--- src/rtl/fetch_pkg.sv ---
`default_nettype none
// ============================================================================
// Module      : fetch_pkg
// Description : Shared constants for the instruction fetch stage: instruction
//               field widths, field slice positions, the reset fetch address
//               and helpers that split an instruction byte into its fields.
// Revision    : 1.0 - initial release
// ============================================================================
package fetch_pkg;

    localparam int OPCODE_W   = 3;
    localparam int IMM_W      = 5;
    localparam int INSTR_W    = 8;

    // Opcode occupies the top bits of the byte, immediate the bottom bits.
    localparam int OPCODE_LSB = 5;
    localparam int IMM_LSB    = 0;

    localparam int RESET_PC   = 0;

    function automatic logic [OPCODE_W-1:0] get_opcode(input logic [INSTR_W-1:0] b);
        return b[OPCODE_LSB +: OPCODE_W];
    endfunction

    function automatic logic [IMM_W-1:0] get_immediate(input logic [INSTR_W-1:0] b);
        return b[IMM_LSB +: IMM_W];
    endfunction

endpackage : fetch_pkg
`default_nettype wire

--- src/rtl/fetch_fifo.sv ---
`default_nettype none
// ============================================================================
// Module      : fetch_fifo
// Description : Ring-buffer prefetch queue with push, pop and flush.
//               DEPTH must be a power of two so the pointers wrap naturally.
// Ports       : clk, reset        - clock, synchronous active-high reset
//               push, wdata       - write wdata at the tail
//               pop               - advance the head
//               flush             - discard all entries (pointers to 0)
//               rdata             - head entry (valid content only if !empty)
//               count/full/empty  - occupancy status
// Revision    : 1.0 - initial release
// ============================================================================
module fetch_fifo #(
    parameter int DEPTH = 4,
    parameter int WIDTH = 16
) (
    input  logic                     clk,
    input  logic                     reset,
    input  logic                     push,
    input  logic                     pop,
    input  logic                     flush,
    input  logic [WIDTH-1:0]         wdata,
    output logic [WIDTH-1:0]         rdata,
    output logic [$clog2(DEPTH):0]   count,
    output logic                     full,
    output logic                     empty
);

    localparam int PW = $clog2(DEPTH);
    localparam logic [PW:0] c_depth = DEPTH[PW:0];

    logic [WIDTH-1:0] r_mem [DEPTH];
    logic [PW-1:0]    r_wr_ptr;
    logic [PW-1:0]    r_rd_ptr;
    logic [PW:0]      r_count;

    always_ff @(posedge clk) begin
        if (reset) begin
            r_wr_ptr <= '0;
            r_rd_ptr <= '0;
            r_count  <= '0;
            for (int i = 0; i < DEPTH; i++) begin
                r_mem[i] <= '0;
            end
        end else if (flush) begin
            // Storage is left as-is; only the bookkeeping is discarded.
            r_wr_ptr <= '0;
            r_rd_ptr <= '0;
            r_count  <= '0;
        end else begin
            if (push) begin
                r_mem[r_wr_ptr] <= wdata;
                r_wr_ptr        <= r_wr_ptr + 1'b1;
            end
            if (pop) begin
                r_rd_ptr <= r_rd_ptr + 1'b1;
            end
            case ({push, pop})
                2'b10:   r_count <= r_count + 1'b1;
                2'b01:   r_count <= r_count - 1'b1;
                default: r_count <= r_count;
            endcase
        end
    end

    assign rdata = r_mem[r_rd_ptr];
    assign count = r_count;
    assign full  = (r_count == c_depth);
    assign empty = (r_count == '0);

endmodule : fetch_fifo
`default_nettype wire

--- src/rtl/fetch_queue.sv ---
`default_nettype none
// ============================================================================
// Module      : fetch_queue
// Description : Instruction fetch stage. Requests bytes from memory at the
//               fetch PC, buffers them in a prefetch queue and presents the
//               head byte split into opcode/immediate with its fetch address.
//               A redirect flushes the queue and restarts fetch.
// Ports       : clk, reset                  - clock, sync active-high reset
//               mem_req/mem_addr            - fetch request and address
//               mem_ack/mem_data            - request accepted, byte returned
//               redirect/redirect_addr      - branch flush and new fetch PC
//               instr_valid/instr_ready     - head handshake to consumer
//               opcode/immediate/instr_pc   - head instruction fields
// Config      : FETCH_QUEUE_BYPASS_EN - when defined, an acked byte arriving
//               at an empty queue is presented to the consumer in the same
//               cycle (consumed without a push if instr_ready is high).
// Revision    : 1.0 - initial release
// ============================================================================
module fetch_queue
    import fetch_pkg::*;
#(
    parameter int DEPTH = 4,
    parameter int AW    = 8
) (
    input  logic                 clk,
    input  logic                 reset,
    output logic                 mem_req,
    output logic [AW-1:0]        mem_addr,
    input  logic                 mem_ack,
    input  logic [INSTR_W-1:0]   mem_data,
    input  logic                 redirect,
    input  logic [AW-1:0]        redirect_addr,
    output logic                 instr_valid,
    input  logic                 instr_ready,
    output logic [OPCODE_W-1:0]  opcode,
    output logic [IMM_W-1:0]     immediate,
    output logic [AW-1:0]        instr_pc
);

    localparam int EW = INSTR_W + AW;

    logic [AW-1:0]            r_fetch_pc;
    logic [EW-1:0]            w_rdata;
    logic [EW-1:0]            w_head;
    logic [INSTR_W-1:0]       w_head_byte;
    logic [$clog2(DEPTH):0]   w_count;
    logic                     w_full;
    logic                     w_empty;
    logic                     w_push;
    logic                     w_fifo_push;
    logic                     w_fifo_pop;

    // Request only when there is guaranteed room; a same-cycle pop does not
    // count, so no speculative request is ever raised at full.
    assign mem_req  = !reset && !redirect && !w_full;
    assign mem_addr = r_fetch_pc;

    // mem_req already excludes redirect, so redirect-cycle ack data is dropped.
    assign w_push = mem_req && mem_ack;

`ifdef FETCH_QUEUE_BYPASS_EN
    logic w_bypass;

    assign w_bypass    = w_empty && w_push;
    assign w_head      = w_bypass ? {mem_data, r_fetch_pc} : w_rdata;
    assign instr_valid = ((w_count != '0) && !redirect) || w_bypass;
    // A bypassed byte that the consumer takes immediately never enters the ring.
    assign w_fifo_push = w_push && !(w_bypass && instr_ready);
    assign w_fifo_pop  = instr_valid && instr_ready && !w_empty;
`else
    assign w_head      = w_rdata;
    assign instr_valid = (w_count != '0) && !redirect;
    assign w_fifo_push = w_push;
    assign w_fifo_pop  = instr_valid && instr_ready && !w_empty;
`endif

    always_ff @(posedge clk) begin
        if (reset) begin
            r_fetch_pc <= AW'(RESET_PC);
        end else if (redirect) begin
            r_fetch_pc <= redirect_addr;
        end else if (w_push) begin
            r_fetch_pc <= r_fetch_pc + 1'b1;
        end
    end

    fetch_fifo #(
        .DEPTH (DEPTH),
        .WIDTH (EW)
    ) u_fifo (
        .clk   (clk),
        .reset (reset),
        .push  (w_fifo_push),
        .pop   (w_fifo_pop),
        .flush (redirect),
        .wdata ({mem_data, r_fetch_pc}),
        .rdata (w_rdata),
        .count (w_count),
        .full  (w_full),
        .empty (w_empty)
    );

    assign w_head_byte = w_head[EW-1:AW];
    assign opcode      = get_opcode(w_head_byte);
    assign immediate   = get_immediate(w_head_byte);
    assign instr_pc    = w_head[AW-1:0];

endmodule : fetch_queue
`default_nettype wire

--- config.mk ---
export PLATFORM = sky130hd
export DESIGN_NAME = fetch_queue
export DESIGN_NICKNAME = d
export VERILOG_FILES = /design/src/rtl/fetch_pkg.sv /design/src/rtl/fetch_fifo.sv /design/src/rtl/fetch_queue.sv
export SDC_FILE = /design/constraint.sdc
export NUM_CORES = 1
export LEC_CHECK = 0
export ABC_AREA = 1
export CAP_MARGIN = 20
export CELL_PAD_IN_SITES_DETAIL_PLACEMENT = 1
export CELL_PAD_IN_SITES_GLOBAL_PLACEMENT = 1
export CORE_MARGIN = 4
export CORE_UTILIZATION = 40
export CTS_BUF_LIST = sky130_fd_sc_hd__clkbuf_8
export CTS_CLUSTER_SIZE = 12
export DETAILED_ROUTE_END_ITERATION = 12
export HOLD_SLACK_MARGIN = 0.15
export PLACE_DENSITY_LB_ADDON = 0.12
export SLEW_MARGIN = 25
export SYNTH_ARGS = -nofsm -noshare
export SYNTH_HDL_FRONTEND = slang
export SYNTH_SLANG_ARGS = --single-unit
--- constraint.sdc ---
create_clock -name clk -period 2.7 [get_ports clk]
set_clock_uncertainty 0.1 [all_clocks]
set_input_delay 0.54 -clock clk [delete_from_list [all_inputs] [get_ports clk]]
set_output_delay 0.54 -clock clk [all_outputs]
set_load 0.05 [all_outputs]
# Word-level counts from Yosys, hierarchy flattened
# Memory sizes are Yosys's and may differ from the RTL's. A register that Yosys moved wholly into a read port is not among the register bits.
# Index checks and enable logic that the tools add are counted.
# totals
mem_bits_rw	64
mem_count	1
inputBits	21
elab_cells	43
output_inout_bits	26
ff_bits	15
# mem_list
memory	words	width	read_ports	rd_clocked_by_memory_dff	write_ports	line	rtl
u_fifo.r_mem	4	16	1	1	4	fetch_fifo.sv:33	logic [WIDTH-1:0] r_mem [DEPTH];
# op_classes
eq_ne	3
add_sub_neg	5
n_reduce_logical	16
muxes	14
# ops
operator	n
16-bit two-way mux	1
8-bit two-way mux	2
16-bit OR reduction	1
8-bit by 1-bit adder with 8-bit output, second input constant	1
1-bit two-way mux	7
1-bit logical AND	6
2-bit two-way mux	3
3-bit case mux with 2 select lines	1
2-bit by 1-bit adder with 2-bit output, second input constant	2
1-bit logical NOT	4
2-bit nonzero test	2
3-bit by 1-bit adder with 3-bit output, second input constant	1
3-bit equality test, second input constant	1
3-bit logical NOT	1
3-bit nonzero test	1
3-bit by 1-bit subtractor with 3-bit output, second input constant	1
2-bit by 1-bit equality test with 1-bit output, second input constant	1
2-bit equality test, second input constant	1
2-bit OR reduction	1

# Depth between registers and ports, before layout
# Gate-level depths: netlist (run 1).
# logic_depth
word_depth	10
mapped_depth	12

# Cells and area by module
# A second synthesis (run 1) with hierarchy kept.
# unflattened
hier_cells	394
hier_area_um2	3802.4
# by_module_without_submodules
mod	cells_per_inst	area_per_inst_um2	n_inst
fetch_fifo	298	3165.5	1
fetch_queue	96	636.9	1

# Least setup slack after synthesis (run 1)
# No wires, ideal clock.
# synth_timing
kind	input to register
startpoint	in redirect
endpoint	reg u_fifo.r_count[2], in the netlist u_fifo.count[2]
path_slack_ps	-235
n_path_buf	1
t_arrival_ps	2713
t_required_ps	2478
stages	11
setup_time_ps	122
path_cell_list	buf_6 > a21oi_1 > nand2_1 > inv_1 > ha_1 > inv_1 > fa_1 > a21oi_1 > o21ai_0 > o21ai_0 > a21oi_1
# synth_between
elab_chain_cells	6
elab_cells_between_ends	12
classes_between	eq/ne (2); mux (1); reduce/logical (9)
# synth_lines
element	line	rtl
start, declared	fetch_queue.sv:31	input logic redirect,
1-bit logical NOT *	fetch_queue.sv:72	assign instr_valid = (w_count != '0) && !redirect;
1-bit logical AND *	fetch_queue.sv:72	
named net instr_valid	fetch_queue.sv:33	output logic instr_valid,
1-bit logical AND * (2 in a row)	fetch_queue.sv:74	assign w_fifo_pop = instr_valid && instr_ready && !w_empty;
named net u_fifo.pop	fetch_fifo.sv:21	input logic pop,
2-bit by 1-bit equality test with 1-bit output or 2-bit equality test (tied branches)	fetch_fifo.sv:59	case ({push, pop})
3-bit case mux with 2 select lines or 2-bit nonzero test (tied branches)	--	
end signal, assigned	fetch_fifo.sv:60	2'b10: r_count <= r_count + 1'b1;
end signal, assigned	fetch_fifo.sv:61	2'b01: r_count <= r_count - 1'b1;
end signal, assigned	fetch_fifo.sv:62	default: r_count <= r_count;
end, declared	fetch_fifo.sv:36	logic [PW:0] r_count;
# The timed path passes the listed nets; every way through them passes the cells marked *.
# A chain may end at the register's enable or synchronous reset.

==> results.sh, run 1 <==
export IMPL_hp_class="reg -> reg"
export IMPL_routed_wl_um=9550
export IMPL_area_growth_pct=25.0
export IMPL_fin_setup_tns_ns=0
export IMPL_outcome="complete, no violations"
export IMPL_synth_edf_count=64
export IMPL_fp_row_count=34
export IMPL_slowest_delay_ns=0.34
export IMPL_ys_warn_count=0
export IMPL_crit_path_frequent_cell="buf_4"
export IMPL_whs_ns=0.388
export IMPL_setup_slack_ns=0.256
export IMPL_dieArea_um2=10800
export IMPL_final_core_util_pct=52.0
export IMPL_drtIter0Drc=97
export IMPL_ctsHoldBuffers=0
export IMPL_finalSetupViolations=0
export IMPL_cp_data_arrival_time_ns=1.80
export IMPL_cts_htree_levels=3
export IMPL_leakage_nw=1.84
export IMPL_synth_top_cell_by_area="edfxtp_1"
export IMPL_crit_type="reg -> out"
export IMPL_synth_top_area_share_pct=52.2
export IMPL_drive_above_1_share_pct=15.5
export IMPL_portBuffers=46
export IMPL_place_gp_congestion=0.792
export IMPL_via_per_inst=5.07
export IMPL_drc=0
export IMPL_wl_per_cell_um=17.3
export IMPL_crit_required_ns=2.06
export IMPL_diodes=0
export IMPL_max_freq_mhz=409
export IMPL_cts_resized=0
export IMPL_p_total_mw=2.83
export IMPL_place_ws_ns=0.0735
export IMPL_start_util_pct=41.6
export IMPL_synth_area_top_cells="edfxtp_1 52%, nor2_1 11%, dfxtp_1 9.2%, o21ai_0 5.3%, nand2_1 4.4%"
export IMPL_fillerInstances=1020
export IMPL_ir_drop_v=0.000374
export IMPL_rsz0062_at_grt="false"
export IMPL_synth_async_reset_ratio_pct=0
export IMPL_dp_cells=538
export IMPL_hold_viol=0
export IMPL_cp_end_kind="output pin"
export IMPL_fin_nets=465
export IMPL_startpoint_type="register"
export IMPL_core_um2=8850
export IMPL_cts_tree="done"
export IMPL_clock_latency_ns=0.36
export IMPL_path_clk_slew_ns=0.09
export IMPL_min_period_over_period_pct=90.5
export IMPL_grt_overflow_total=0
export IMPL_path_buf_inv=3
export IMPL_crit_chain="inv_1 > buf_4 > nor2_1 > o22ai_1 > buf_4"
export IMPL_ff_latch_area_um2=2260
export IMPL_cp_slowest_cell="dfxtp_1"
export IMPL_cts_buffer_depth=2
export IMPL_syn_nets=404
export IMPL_drtPass1Iterations=4
export IMPL_tightest_slew_ns=0.500
export IMPL_final_cell_count_no_fill=553
export IMPL_synthFlopType="edfxtp_1"
export IMPL_cts_made_buffers=9
export IMPL_synth_ff_latch_count=81
export IMPL_dieWidth_um=104
export IMPL_io_pins=47
export IMPL_path_delay_family="buffers and inverters"
export IMPL_synth_yosys_seq_area_share_pct=61.5
export IMPL_post_synth_top_count_cell="nor2_1"
export IMPL_placed_area_um2=4340
export IMPL_numClockSinks=81
export IMPL_final_area_um2=4600
export IMPL_multi_input_area_um2=1190
export IMPL_syn_inst=380
export IMPL_num_vias=2802
export IMPL_cts_root_buffer_cell="clkbuf_8"
export IMPL_antenna_left=0
export IMPL_gr_usage_all_layers_pct=18.9
export IMPL_syn_area_per_cell_um2=9.69
export IMPL_slew_viol_final=0
export IMPL_cp_max_fo=12
export IMPL_synth_cell_types=25
export IMPL_antenna_found_initial=0
export IMPL_pwr_density_cell_nw_per_um2=616
export IMPL_dieHeight_um=104
export IMPL_min_period_ns=2.44
export IMPL_grt_max_degree=33
export IMPL_slew_headroom_pct=66.6
export IMPL_cap_violations=0
export IMPL_cts_setup_buffers=0
export IMPL_grt_pass1_vias=3063
export IMPL_synthTopCellsByCount="103 x nor2_1, 64 x edfxtp_1, 43 x nand2_1"
export IMPL_grt_pass1_wl_um=16000
export IMPL_hpwl_um=6290
export IMPL_netlist_area_um2=3680
worst reg2reg max path, stage by stage, from the launching register on:
cell     delay, ns
dfxtp_1       0.32
nor2_1        0.22
nand2_1       0.17
nand3_4       0.11
ha_1          0.15
inv_1         0.07
fa_1          0.37
a21oi_1       0.14
o21ai_0       0.11
o21ai_0       0.16
a21oi_1       0.05
metal layers:
metal,routed length [um],GRT usage (%),up-vias
met1,4210,23.6,1360
met4,89,4.56,0
met5,0,0,-
met3,318,4.84,9
li1,-,-,1390
met2,4930,33.0,43
report_power, final:
| group | total, mW | internal [mW] | switching (mW) |
|---|---|---|---|
| sequential | 1.41 | 1.39 | 0.0234 |
| combinational | 0.275 | 0.0965 | 0.178 |
| clock | 1.15 | 0.701 | 0.447 |
| total | 2.83 | 2.19 | 0.648 |
cell usage in the layout, fill, tap and decap left out, drive strengths merged:
cell / Yosys / final
o21ai: 39 / 39
xnor2: 1 / 1
a21oi: 13 / 13
o22ai: 16 / 16
edfxtp: 64 / 64
xor2: 1 / 1
bufinv: 0 / 4
inv: 34 / 35
nand4: 1 / 1
clkdlybuf4s50: 0 / 28
clkinv: 1 / 2
nand2: 46 / 46
nor2: 115 / 115
dfxtp: 17 / 17
nor3: 1 / 1
fa: 1 / 1
ha: 2 / 2
buf: 7 / 37
o21a: 1 / 1
clkbuf: 8 / 9
nand3: 12 / 12
path summary, 6_finish.rpt:
kind	from	endpoint	slack, ns	cells after the start
hold reg to reg	u_fifo.r_rd_ptr[0]	register	0.39	2
setup / recovery	register	instr_pc[4]	0.26	5
setup reg to reg	u_fifo.count[0]	u_fifo.count[2]	0.63	10
hold / removal	u_fifo.r_rd_ptr[0]	register	0.39	2
cell type report:
cell class	instances	area share, %
inverters	35	2.86
well taps	108	2.94
clock buffers	9	2.69
flip-flops and latches	81	49.2
repair buffers	65	13.5
multi-input cells	249	26.0
clock inverters	6	2.88
flip-flops by register name, summed over array words and instances (netlist names), named ones only:
register	cells
u_fifo.r_mem	64
mem_addr	8
u_fifo.count	3
u_fifo.r_rd_ptr	2
u_fifo.r_wr_ptr	2
logic make-up after synthesis:
family | after synthesis | synth area share, %
AO/OA/AOI/OAI | 69 | 9.99
XOR/XNOR | 2 | 0.476
adder cells (fa/ha/maj) | 3 | 1.22
AND/OR/NAND/NOR | 175 | 20.7
flip-flops | 81 | 61.5
buffers and inverters | 50 | 6.19
(Power assumes the default switching activity.)
==> inputs of run 2 (changes only) <==
--- a/config.mk
+++ b/config.mk
@@ -6,6 +6,7 @@
 export NUM_CORES = 1
 export LEC_CHECK = 0
 export ABC_AREA = 1
+export ABC_CLOCK_PERIOD_IN_PS = 2700
 export CAP_MARGIN = 20
 export CELL_PAD_IN_SITES_DETAIL_PLACEMENT = 1
 export CELL_PAD_IN_SITES_GLOBAL_PLACEMENT = 1
@@ -16,6 +17,7 @@
 export DETAILED_ROUTE_END_ITERATION = 12
 export HOLD_SLACK_MARGIN = 0.15
 export PLACE_DENSITY_LB_ADDON = 0.12
+export SETUP_SLACK_MARGIN = 0.3
 export SLEW_MARGIN = 25
 export SYNTH_ARGS = -nofsm -noshare
 export SYNTH_HDL_FRONTEND = slang
==> run 2 against run 1 <==
Effect of this change: combinational power hardly changed; hold slack worse by 0.014 ns; global-route usage shrank 1.6 points; largest cell class unchanged; power is 7.3% lower.
==> results.sh, run 2 (synthesis results as in run 1) <==
export IMPL_dr_wl_met3_um=373
export IMPL_grt_pass1_vias=2958
export IMPL_whs_ns=0.374
export IMPL_min_period_over_period_pct=86.6
export IMPL_outcome="complete, no violations"
export IMPL_cts_made_buffers=9
export IMPL_pwr_density_cell_nw_per_um2=573
export IMPL_highest_layer="met4"
export IMPL_final_cell_count_no_fill=552
export IMPL_final_common_cell="nor2_1"
export IMPL_final_cell_mix="103 x nor2_1, 64 x edfxtp_1, 43 x nand2_1"
export IMPL_drtPass1Iterations=4
export IMPL_slew_headroom_pct=66.4
export IMPL_finalSetupViolations=0
export IMPL_dieHeight_um=104
export IMPL_cap_violations=0
export IMPL_grt_overflow_total=0
export IMPL_regToRegStartpoint="u_fifo.count[1]"
export IMPL_fin_nets=464
export IMPL_r2r_cells=10
export IMPL_drc=0
export IMPL_crit_start="reset"
export IMPL_cp_end_kind="output pin"
export IMPL_crit_type="in -> out"
export IMPL_max_freq_mhz=428
export IMPL_io_pins=47
export IMPL_wl_met1_um=3980
export IMPL_numClockSinks=81
export IMPL_cts_root_buffer_cell="clkbuf_8"
export IMPL_cts_htree_levels=3
export IMPL_antenna_left=0
export IMPL_hold_viol=0
export IMPL_startpoint_type="primary input"
export IMPL_clock_latency_ns=0.34
export IMPL_gr_usage_all_layers_pct=17.3
export IMPL_dieWidth_um=104
export IMPL_timing_reg2reg_setup_slack_ns=0.49
export IMPL_tightest_slew_ns=0.504
export IMPL_wl_per_cell_um=16.0
export IMPL_area_growth_pct=24.5
export IMPL_ir_drop_v=0.000243
export IMPL_routed_wl_um=8810
export IMPL_portBuffers=46
export IMPL_rr_endpoint="u_fifo.count[2]"
export IMPL_dieArea_um2=10800
export IMPL_diodes=0
export IMPL_slew_viol_final=0
export IMPL_num_vias=2816
export IMPL_placed_area_um2=4360
export IMPL_core_um2=8850
export IMPL_final_area_um2=4580
export IMPL_regMostFlops="u_fifo.r_mem"
export IMPL_cts_buffer_depth=2
export IMPL_hp_class="reg -> reg"
export IMPL_drtIter0Drc=84
export IMPL_fillerInstances=1037
export IMPL_grt_pass1_wl_um=14700
export IMPL_min_period_ns=2.34
export IMPL_dp_cells=537
export IMPL_drive_above_1_share_pct=15.8
export IMPL_cp_data_arrival_time_ns=1.70
export IMPL_ctsHoldBuffers=0
export IMPL_leakage_nw=1.84
export IMPL_cp_max_fo=7
export IMPL_grt_max_degree=33
export IMPL_via_per_inst=5.10
export IMPL_start_util_pct=41.6
export IMPL_largest_reg_flops=64
export IMPL_endpoint="mem_req"
export IMPL_crit_required_ns=2.06
export IMPL_route_met2_wl_um=4280
export IMPL_antenna_found_initial=0
export IMPL_fp_row_count=34
export IMPL_rsz0062_at_grt="false"
export IMPL_cts_tree="done"
export IMPL_hpwl_um=5850
export IMPL_place_gp_congestion=0.724
export IMPL_path_clk_slew_ns=0.08
==> run 2: changes by cell type in the layout (fill, tap and decap cells not counted), moves of 2 or more <==
cell,previous run,this run
buf_4,32,28
dlymetal6s2s_1,0,2
clkinvlp_4,0,2
clkdlybuf4s50_1,28,26
bufinv_16,4,2
buf_6,0,2
==> run 2: report_power, final <==
part | internal (mW) | switching, mW | total [mW]
registers | 1.39 | 0.0215 | 1.41
logic | 0.0994 | 0.175 | 0.274
clock network | 0.511 | 0.433 | 0.943
total | 2.00 | 0.629 | 2.63
==> run 2: how the worst min path moves through the flow <==
stage                               to  depth (start not counted)          startpoint
detailed placement  u_fifo.r_rd_ptr[1]                          2  u_fifo.r_rd_ptr[1]
floorplan                     register                          2  u_fifo.r_rd_ptr[1]
global placement    u_fifo.r_rd_ptr[0]                          2  u_fifo.r_rd_ptr[0]
global route        u_fifo.r_rd_ptr[0]                          2  u_fifo.r_rd_ptr[0]
CTS                 u_fifo.r_rd_ptr[1]                          2  u_fifo.r_rd_ptr[1]
finish                        register                          2  u_fifo.r_rd_ptr[1]
==> run 2: timing repair <==
action,in CTS,in global routing
gates resized for setup,0,5
setup buffers,0,0
setup endpoints to repair,0,11
==> run 2: stage by stage <==
step	util [%]	total power [mW]	TNS (ns)	setup WS (ns)
finish	51.8	2.63	0	0.361
global route	51.8	2.75	0	0.301
CTS	51.6	2.66	0	0.316
detailed placement	49.3	1.72	-0.0271	-0.0271
global placement	49.3	1.71	0	0.0967
floorplan	-	1.59	0	0.314
==> run 2: critical path, stage by stage <==
cell	delay, ns
clkdlybuf4s50_1	0.51
nor2_4	0.18
buf_4	0.16
nand2_1	0.06
inv_1	0.10
buf_12	0.14
==> run 2: final cells by class <==
class	count	area [um^2]	area share, %
inverter	35	131	2.87
sequential	81	2260	49.4
timing repair buffer	64	638	13.9
tap	108	135	2.95
clock buffer	9	124	2.70
clock inverter	6	83.8	1.83
multi-input combinational	249	1210	26.3
==> run 2: layer usage <==
| layer | up-vias | track usage, % |
|---|---|---|
| met2 | 56 | 29.5 |
| met4 | 0 | 7.03 |
| met1 | 1355 | 21.9 |
| met5 | - | 0 |
| met3 | 13 | 2.92 |
| li1 | 1392 | - |
